`config.mk`:
```
export PLATFORM = sky130hd
export DESIGN_NAME = mem_sequencer
export DESIGN_NICKNAME = d
export VERILOG_FILES = /design/src/rtl/rv_core_pkg.sv /design/src/rtl/bus_watchdog.sv /design/src/rtl/mem_sequencer.sv
export SDC_FILE = /design/constraint.sdc
export NUM_CORES = 1
export LEC_CHECK = 0
export CAP_MARGIN = 20
export CORE_MARGIN = 1
export CORE_UTILIZATION = 34
export DETAILED_ROUTE_END_ITERATION = 8
export PLACE_DENSITY = 0.79
export RECOVER_POWER = 25
export SLEW_MARGIN = 30
export SYNTH_ARGS = -nofsm -noshare
export SYNTH_HDL_FRONTEND = slang
export SYNTH_SLANG_ARGS = --single-unit
```
`constraint.sdc`:
```
create_clock -name i_clk -period 2.2 [get_ports i_clk]
set_input_delay 0.66 -clock i_clk [delete_from_list [all_inputs] [get_ports i_clk]]
set_output_delay 0.66 -clock i_clk [all_outputs]
set_load 0.005 [all_outputs]
```
`src/rtl/rv_core_pkg.sv`:
```
// Shared constants for the RV32 core and its memory sequencer:
// opcodes, sequencer state encoding and the reset instruction.
package rv_core_pkg;

   localparam logic [6:0]  OP_LOAD   = 7'b0000011;
   localparam logic [6:0]  OP_STORE  = 7'b0100011;

   localparam logic [31:0] NOP_INSTR = 32'h00000013;

   localparam logic [2:0]  S_IDLE    = 3'd0;
   localparam logic [2:0]  S_FETCH   = 3'd1;
   localparam logic [2:0]  S_DATA    = 3'd2;
   localparam logic [2:0]  S_STEP    = 3'd3;
   localparam logic [2:0]  S_FAULT   = 3'd4;

   function automatic logic is_mem_op(input logic [6:0] opcode);
      return (opcode == OP_LOAD) || (opcode == OP_STORE);
   endfunction

endpackage

```
`src/rtl/bus_watchdog.sv`:
```
// Saturating wait-cycle counter for the memory handshake; expired is the
// terminal count (never asserted when TIMEOUT is 0).
module bus_watchdog #(
   parameter int TIMEOUT = 16,
   parameter int TW      = 8
) (
   input  logic clk,
   input  logic reset,
   input  logic clear,
   input  logic enable,
   output logic expired
);

   logic [TW-1:0] count;

   // NOTE: sequential state uses non-blocking assignments so every register samples pre-edge values.
   always_ff @(posedge clk) begin
      if (reset || clear) begin
         count <= '0;
      end else if (enable && (count != '1)) begin
         count <= count + TW'(1);
      end
   end

   assign expired = (TIMEOUT != 0) && (count == TW'(TIMEOUT));

endmodule

```
`src/rtl/mem_sequencer.sv`:
```
// Multi-cycle sequencer sharing one single-ported memory between fetch and
// load/store for a single-cycle RV32 core; pulses o_step to commit.
module mem_sequencer
   import rv_core_pkg::*;
#(
   parameter int TIMEOUT = 16,
   parameter int TW      = 8
) (
   input  logic        i_clk,
   input  logic        i_reset,
   input  logic        i_run,
   input  logic [31:0] i_pc,
   input  logic [31:0] i_alu,
   input  logic [31:0] i_dmem,
   input  logic        i_wmem,
   output logic [31:0] o_instr,
   output logic [31:0] o_rdata,
   output logic        o_step,
   output logic        o_mem_req,
   output logic        o_mem_we,
   output logic [31:0] o_mem_addr,
   output logic [31:0] o_mem_wdata,
   input  logic        i_mem_ack,
   input  logic [31:0] i_mem_rdata,
   output logic        o_busy,
   output logic        o_fault
);

   logic [2:0] state;
   logic [2:0] state_nxt;
   logic       in_bus;
   logic       timed_out;

   assign in_bus = (state == S_FETCH) || (state == S_DATA);

   // Counter is held at zero outside bus states, so every FETCH/DATA entry starts fresh.
   bus_watchdog #(
      .TIMEOUT (TIMEOUT),
      .TW      (TW)
   ) u_watchdog (
      .clk     (i_clk),
      .reset   (i_reset),
      .clear   (!in_bus || i_mem_ack),
      .enable  (in_bus && !i_mem_ack),
      .expired (timed_out)
   );

   always_comb begin
      // NOTE: default assignment first so no path leaves state_nxt unassigned (no latch).
      state_nxt = state;
      case (state)
         S_IDLE:  if (i_run) state_nxt = S_FETCH;
         S_FETCH: begin
            if (i_mem_ack)      state_nxt = is_mem_op(i_mem_rdata[6:0]) ? S_DATA : S_STEP;
            else if (timed_out) state_nxt = S_FAULT;
         end
         S_DATA: begin
            if (i_mem_ack)      state_nxt = S_STEP;
            else if (timed_out) state_nxt = S_FAULT;
         end
         S_STEP:  state_nxt = i_run ? S_FETCH : S_IDLE;
         S_FAULT: state_nxt = S_FAULT;
         default: state_nxt = S_IDLE;
      endcase
   end

   always_ff @(posedge i_clk) begin
      if (i_reset) begin
         state   <= S_IDLE;
         o_instr <= NOP_INSTR;
         o_rdata <= '0;
      end else begin
         state <= state_nxt;
         if ((state == S_FETCH) && i_mem_ack) begin
            o_instr <= i_mem_rdata;
         end
         if ((state == S_DATA) && i_mem_ack && (o_instr[6:0] == OP_LOAD)) begin
            o_rdata <= i_mem_rdata;
         end
      end
   end

   assign o_mem_req   = in_bus;
   assign o_mem_we    = (state == S_DATA) && (o_instr[6:0] == OP_STORE) && i_wmem;
   assign o_mem_addr  = (state == S_DATA) ? i_alu : i_pc;
   assign o_mem_wdata = i_dmem;
   assign o_step      = (state == S_STEP);
   assign o_fault     = (state == S_FAULT);
   assign o_busy      = (state != S_IDLE) && (state != S_FAULT);

endmodule

```
==> results of run 1 <==
-- routing by layer --
metal / GRT usage / part of all wire / up-vias
li1: - / - / 1775
met1: 0.2838 / 0.43 / 1699
met2: 0.4027 / 0.49 / 124
met3: 0.06230 / 0.053 / 35
met4: 0.08903 / 0.027 / 0
met5: 0 / 0 / -
-- logic make-up after synthesis --
group,count (synthesis),share of synthesized area
buffers and inverters,67,0.1142
AND/OR/NAND/NOR,181,0.2260
multiplexers,34,0.1085
XOR/XNOR,3,0.007499
AO/OA/AOI/OAI,73,0.1082
adder cells (fa/ha/maj),2,0.007139
flip-flops,75,0.4284
-- through the flow --
step	cells	area (µm²)	hold WS, ns	setup WS [ns]
2_1_floorplan	435	3505	0.4482	0.2059
5_1_grt	753	6037	0.4770	-0.2681
6_report	753	6037	0.4530	-0.2058
3_5_place_dp	725	5482	0.4437	-0.3115
4_1_cts	754	6065	0.4539	-0.2187
3_3_place_gp	725	5482	0.4386	-0.3253
-- state kept, by name, summed over array words and instances, names as in the netlist --
register / count
o_rdata: 32
u_watchdog.count: 8
o_instr: 32
state: 3
-- synth_stat cells --
cell type / instances
nand3_1: 5
a211oi_1: 1
or2_2: 1
nor3b_4: 1
xor2_1: 1
nor2b_1: 1
nor3_1: 9
and2_1: 1
a21o_1: 1
mux2i_1: 2
clkbuf_1: 22
nand4_1: 5
and3_1: 1
a31oi_1: 3
nand4bb_1: 1
or3_1: 2
inv_1: 5
ha_1: 2
nand3b_1: 4
nor2_1: 10
a21oi_1: 66
a211o_1: 1
dfxtp_1: 75
or4b_2: 1
nor4bb_1: 1
nand2_1: 134
nor4_1: 1
xnor2_1: 2
and4_1: 3
buf_2: 5
mux2_2: 32
buf_4: 32
buf_6: 3
o22ai_1: 1
-- layout make-up --
| type | count | area share |
|---|---|---|
| Timing Repair Buffer | 231 | 0.3956 |
| Multi-Input combinational cell | 293 | 0.2877 |
| Sequential cell | 75 | 0.2491 |
| Tap cell | 133 | 0.02756 |
| Clock buffer | 9 | 0.02052 |
| Clock inverter | 7 | 0.01637 |
| Inverter | 5 | 0.003109 |
-- repair_timing --
action	CTS	global route
gates cloned	3	0
gates resized for setup	212	8
setup buffers	10	0
pin swaps	1	2
endpoints found under the setup margin	37	35
-- final timing paths --
path | start | slack, ns | cells past startpoint | to
hold reg to reg | o_rdata[16]$_SDFFE_PP0P_ | 0.45 | 2 | o_rdata[16]$_SDFFE_PP0P_
setup / recovery | state[0]$_SDFFE_PP0P_ | -0.21 | 6 | o_mem_addr[13]
hold / removal | o_rdata[16]$_SDFFE_PP0P_ | 0.45 | 2 | o_rdata[16]$_SDFFE_PP0P_
setup reg to reg | state[0]$_SDFFE_PP0P_ | 0.53 | 8 | o_rdata[29]$_SDFFE_PP0P_
-- power groups by stage --
stage	Combinational, mW	Sequential, mW	Clock, mW
floorplan	0.223	1.44	0
global placement	0.579	1.44	0
detailed placement	0.586	1.45	0
CTS	0.667	1.41	1.23
global route	0.705	1.42	1.28
finish	0.662	1.41	1.19
-- worst max-delay path: cells and delay by family, from the launching register on --
family / cells / cell delay, ns
buffers and inverters: 4 / 0.51
DFF: 1 / 0.34
muxes: 1 / 0.31
and+or+nand+nor: 1 / 0.24
==> results.sh, run 1 <==
export IMPL_grt_setup_unrepaired="true"
export IMPL_fin_skew_ns=0.01225
export IMPL_drtPass1Iterations=4
export IMPL_rows=36
export IMPL_fp_dieH_um=103.5
export IMPL_yosysSeqAreaShare=0.4284
export IMPL_vias=3633
export IMPL_grt_overflow_total=0
export IMPL_insertion_delay_ns=0.35
export IMPL_postSynthNetCount=570
export IMPL_synth_top_area_cell="dfxtp_1"
export IMPL_wirelength_um=12520
export IMPL_cts_buffers=9
export IMPL_grt_pass1_vias=3687
export IMPL_power_density_nw_per_um2=540.7
export IMPL_drtIter0Drc=115
export IMPL_hold_viol=0
export IMPL_required_ns=1.54
export IMPL_boundaryPins=266
export IMPL_multi_input_area_um2=1737
export IMPL_peakVddDrop_mv=0.4561
export IMPL_grt_max_degree=47
export IMPL_slew_headroom=0.6545
export IMPL_drc=0
export IMPL_syn_area_per_cell_um2=8.057
export IMPL_ys_seq_elements=75
export IMPL_crit_chain="nor3b_4 -> buf_6 -> buf_12 -> buf_16 -> mux2_4 -> buf_6"
export IMPL_power_frac_clock=0.364
export IMPL_worstSetupPathType="reg2out"
export IMPL_ctsHtreeMaxLevel=3
export IMPL_slew_violations=0
export IMPL_crit_arrival_ns=1.75
export IMPL_leakagePower_nw=2.281
export IMPL_cpPeakStageDelay_ns=0.34
export IMPL_port_buffers=201
export IMPL_final_setup_viol_count=33
export IMPL_ant_nets=0
export IMPL_fin_setup_tns_ns=-4.535
export IMPL_diodes=0
export IMPL_die_x_um=103.5
export IMPL_regArea_um2=1504
export IMPL_drive_above_1_share=0.1952
export IMPL_nets=750
export IMPL_critPathCaptureType="output port"
export IMPL_layout_common_cells="clkdlybuf4s50_1 (162), nand2_1 (134), dfxtp_1 (73)"
export IMPL_finalCritPeriodShare=1.094
export IMPL_initial_core_util=0.3553
export IMPL_clkSinkCount=75
export IMPL_dieArea_um2=10720
export IMPL_yosysTopAreaCellShare=0.4284
export IMPL_violations="setup timing"
export IMPL_switching_share=0.2448
export IMPL_cts_root_buf="clkbuf_8"
export IMPL_worst_path_max_delay_cell="dfxtp_2"
export IMPL_core_area_um2=9864
export IMPL_wl_per_cell_um=16.63
export IMPL_total_power_mw=3.264
export IMPL_cts_buffer_depth=2
export IMPL_crit_top_cell="buf_6"
export IMPL_areaGrowthSynthToFinish_pct=72.26
export IMPL_max_freq_ghz=0.4157
export IMPL_path_clk_slew_ns=0.08
export IMPL_cts_tree="built"
export IMPL_cap_violations=0
export IMPL_syn_area_um2=3505
export IMPL_grt_usage=0.2363
export IMPL_worst_slack_ns=-0.2058
export IMPL_final_core_util=0.6120
export IMPL_layout_commonest_cell="clkdlybuf4s50_1"
export IMPL_p_comb_frac=0.203
export IMPL_period_minus_slack_ns=2.406
export IMPL_cts_hold_buffers_added=0
export IMPL_antenna_found_initial=0
export IMPL_tightestPinTransition_ns=0.5183
export IMPL_outcome="finished with violations"
export IMPL_ys_types=34
export IMPL_min_path_type="reg2reg"
export IMPL_synth_area_leaders="dfxtp_1 (43%), nand2_1 (14%), mux2_2 (10%)"
export IMPL_synthCells=435
export IMPL_grt_pass1_wl_um=19760
export IMPL_cp_start_kind="flop"
export IMPL_intPower_mw=2.465
export IMPL_fill_cells=861
export IMPL_crit_fanout=8
export IMPL_yosys_warnings=0
export IMPL_p_sw_mw=0.7992
export IMPL_gp_congestion=0.9026
export IMPL_hpwl_um=9028
export IMPL_seq_power_share=0.433
export IMPL_viasPerCell=4.825
No activity file was read; power rests on OpenSTA's default activity.
==> inputs of run 2 (changes only) <==
--- a/config.mk
+++ b/config.mk
@@ -9,6 +9,7 @@
 export CORE_MARGIN = 1
 export CORE_UTILIZATION = 34
 export DETAILED_ROUTE_END_ITERATION = 8
+export GPL_ROUTABILITY_DRIVEN = 0
 export PLACE_DENSITY = 0.79
 export RECOVER_POWER = 25
 export SLEW_MARGIN = 30
==> results of run 2 <==
Final layout, timing and power as in run 1 (identical DEF).
==> inputs of run 3 (changes only) <==
--- a/config.mk
+++ b/config.mk
@@ -8,6 +8,7 @@
 export CAP_MARGIN = 20
 export CORE_MARGIN = 1
 export CORE_UTILIZATION = 34
+export CTS_CLUSTER_SIZE = 12
 export DETAILED_ROUTE_END_ITERATION = 8
 export GPL_ROUTABILITY_DRIVEN = 0
 export PLACE_DENSITY = 0.79
==> results of run 3 <==
Final layout, timing and power as in run 1 (identical DEF).
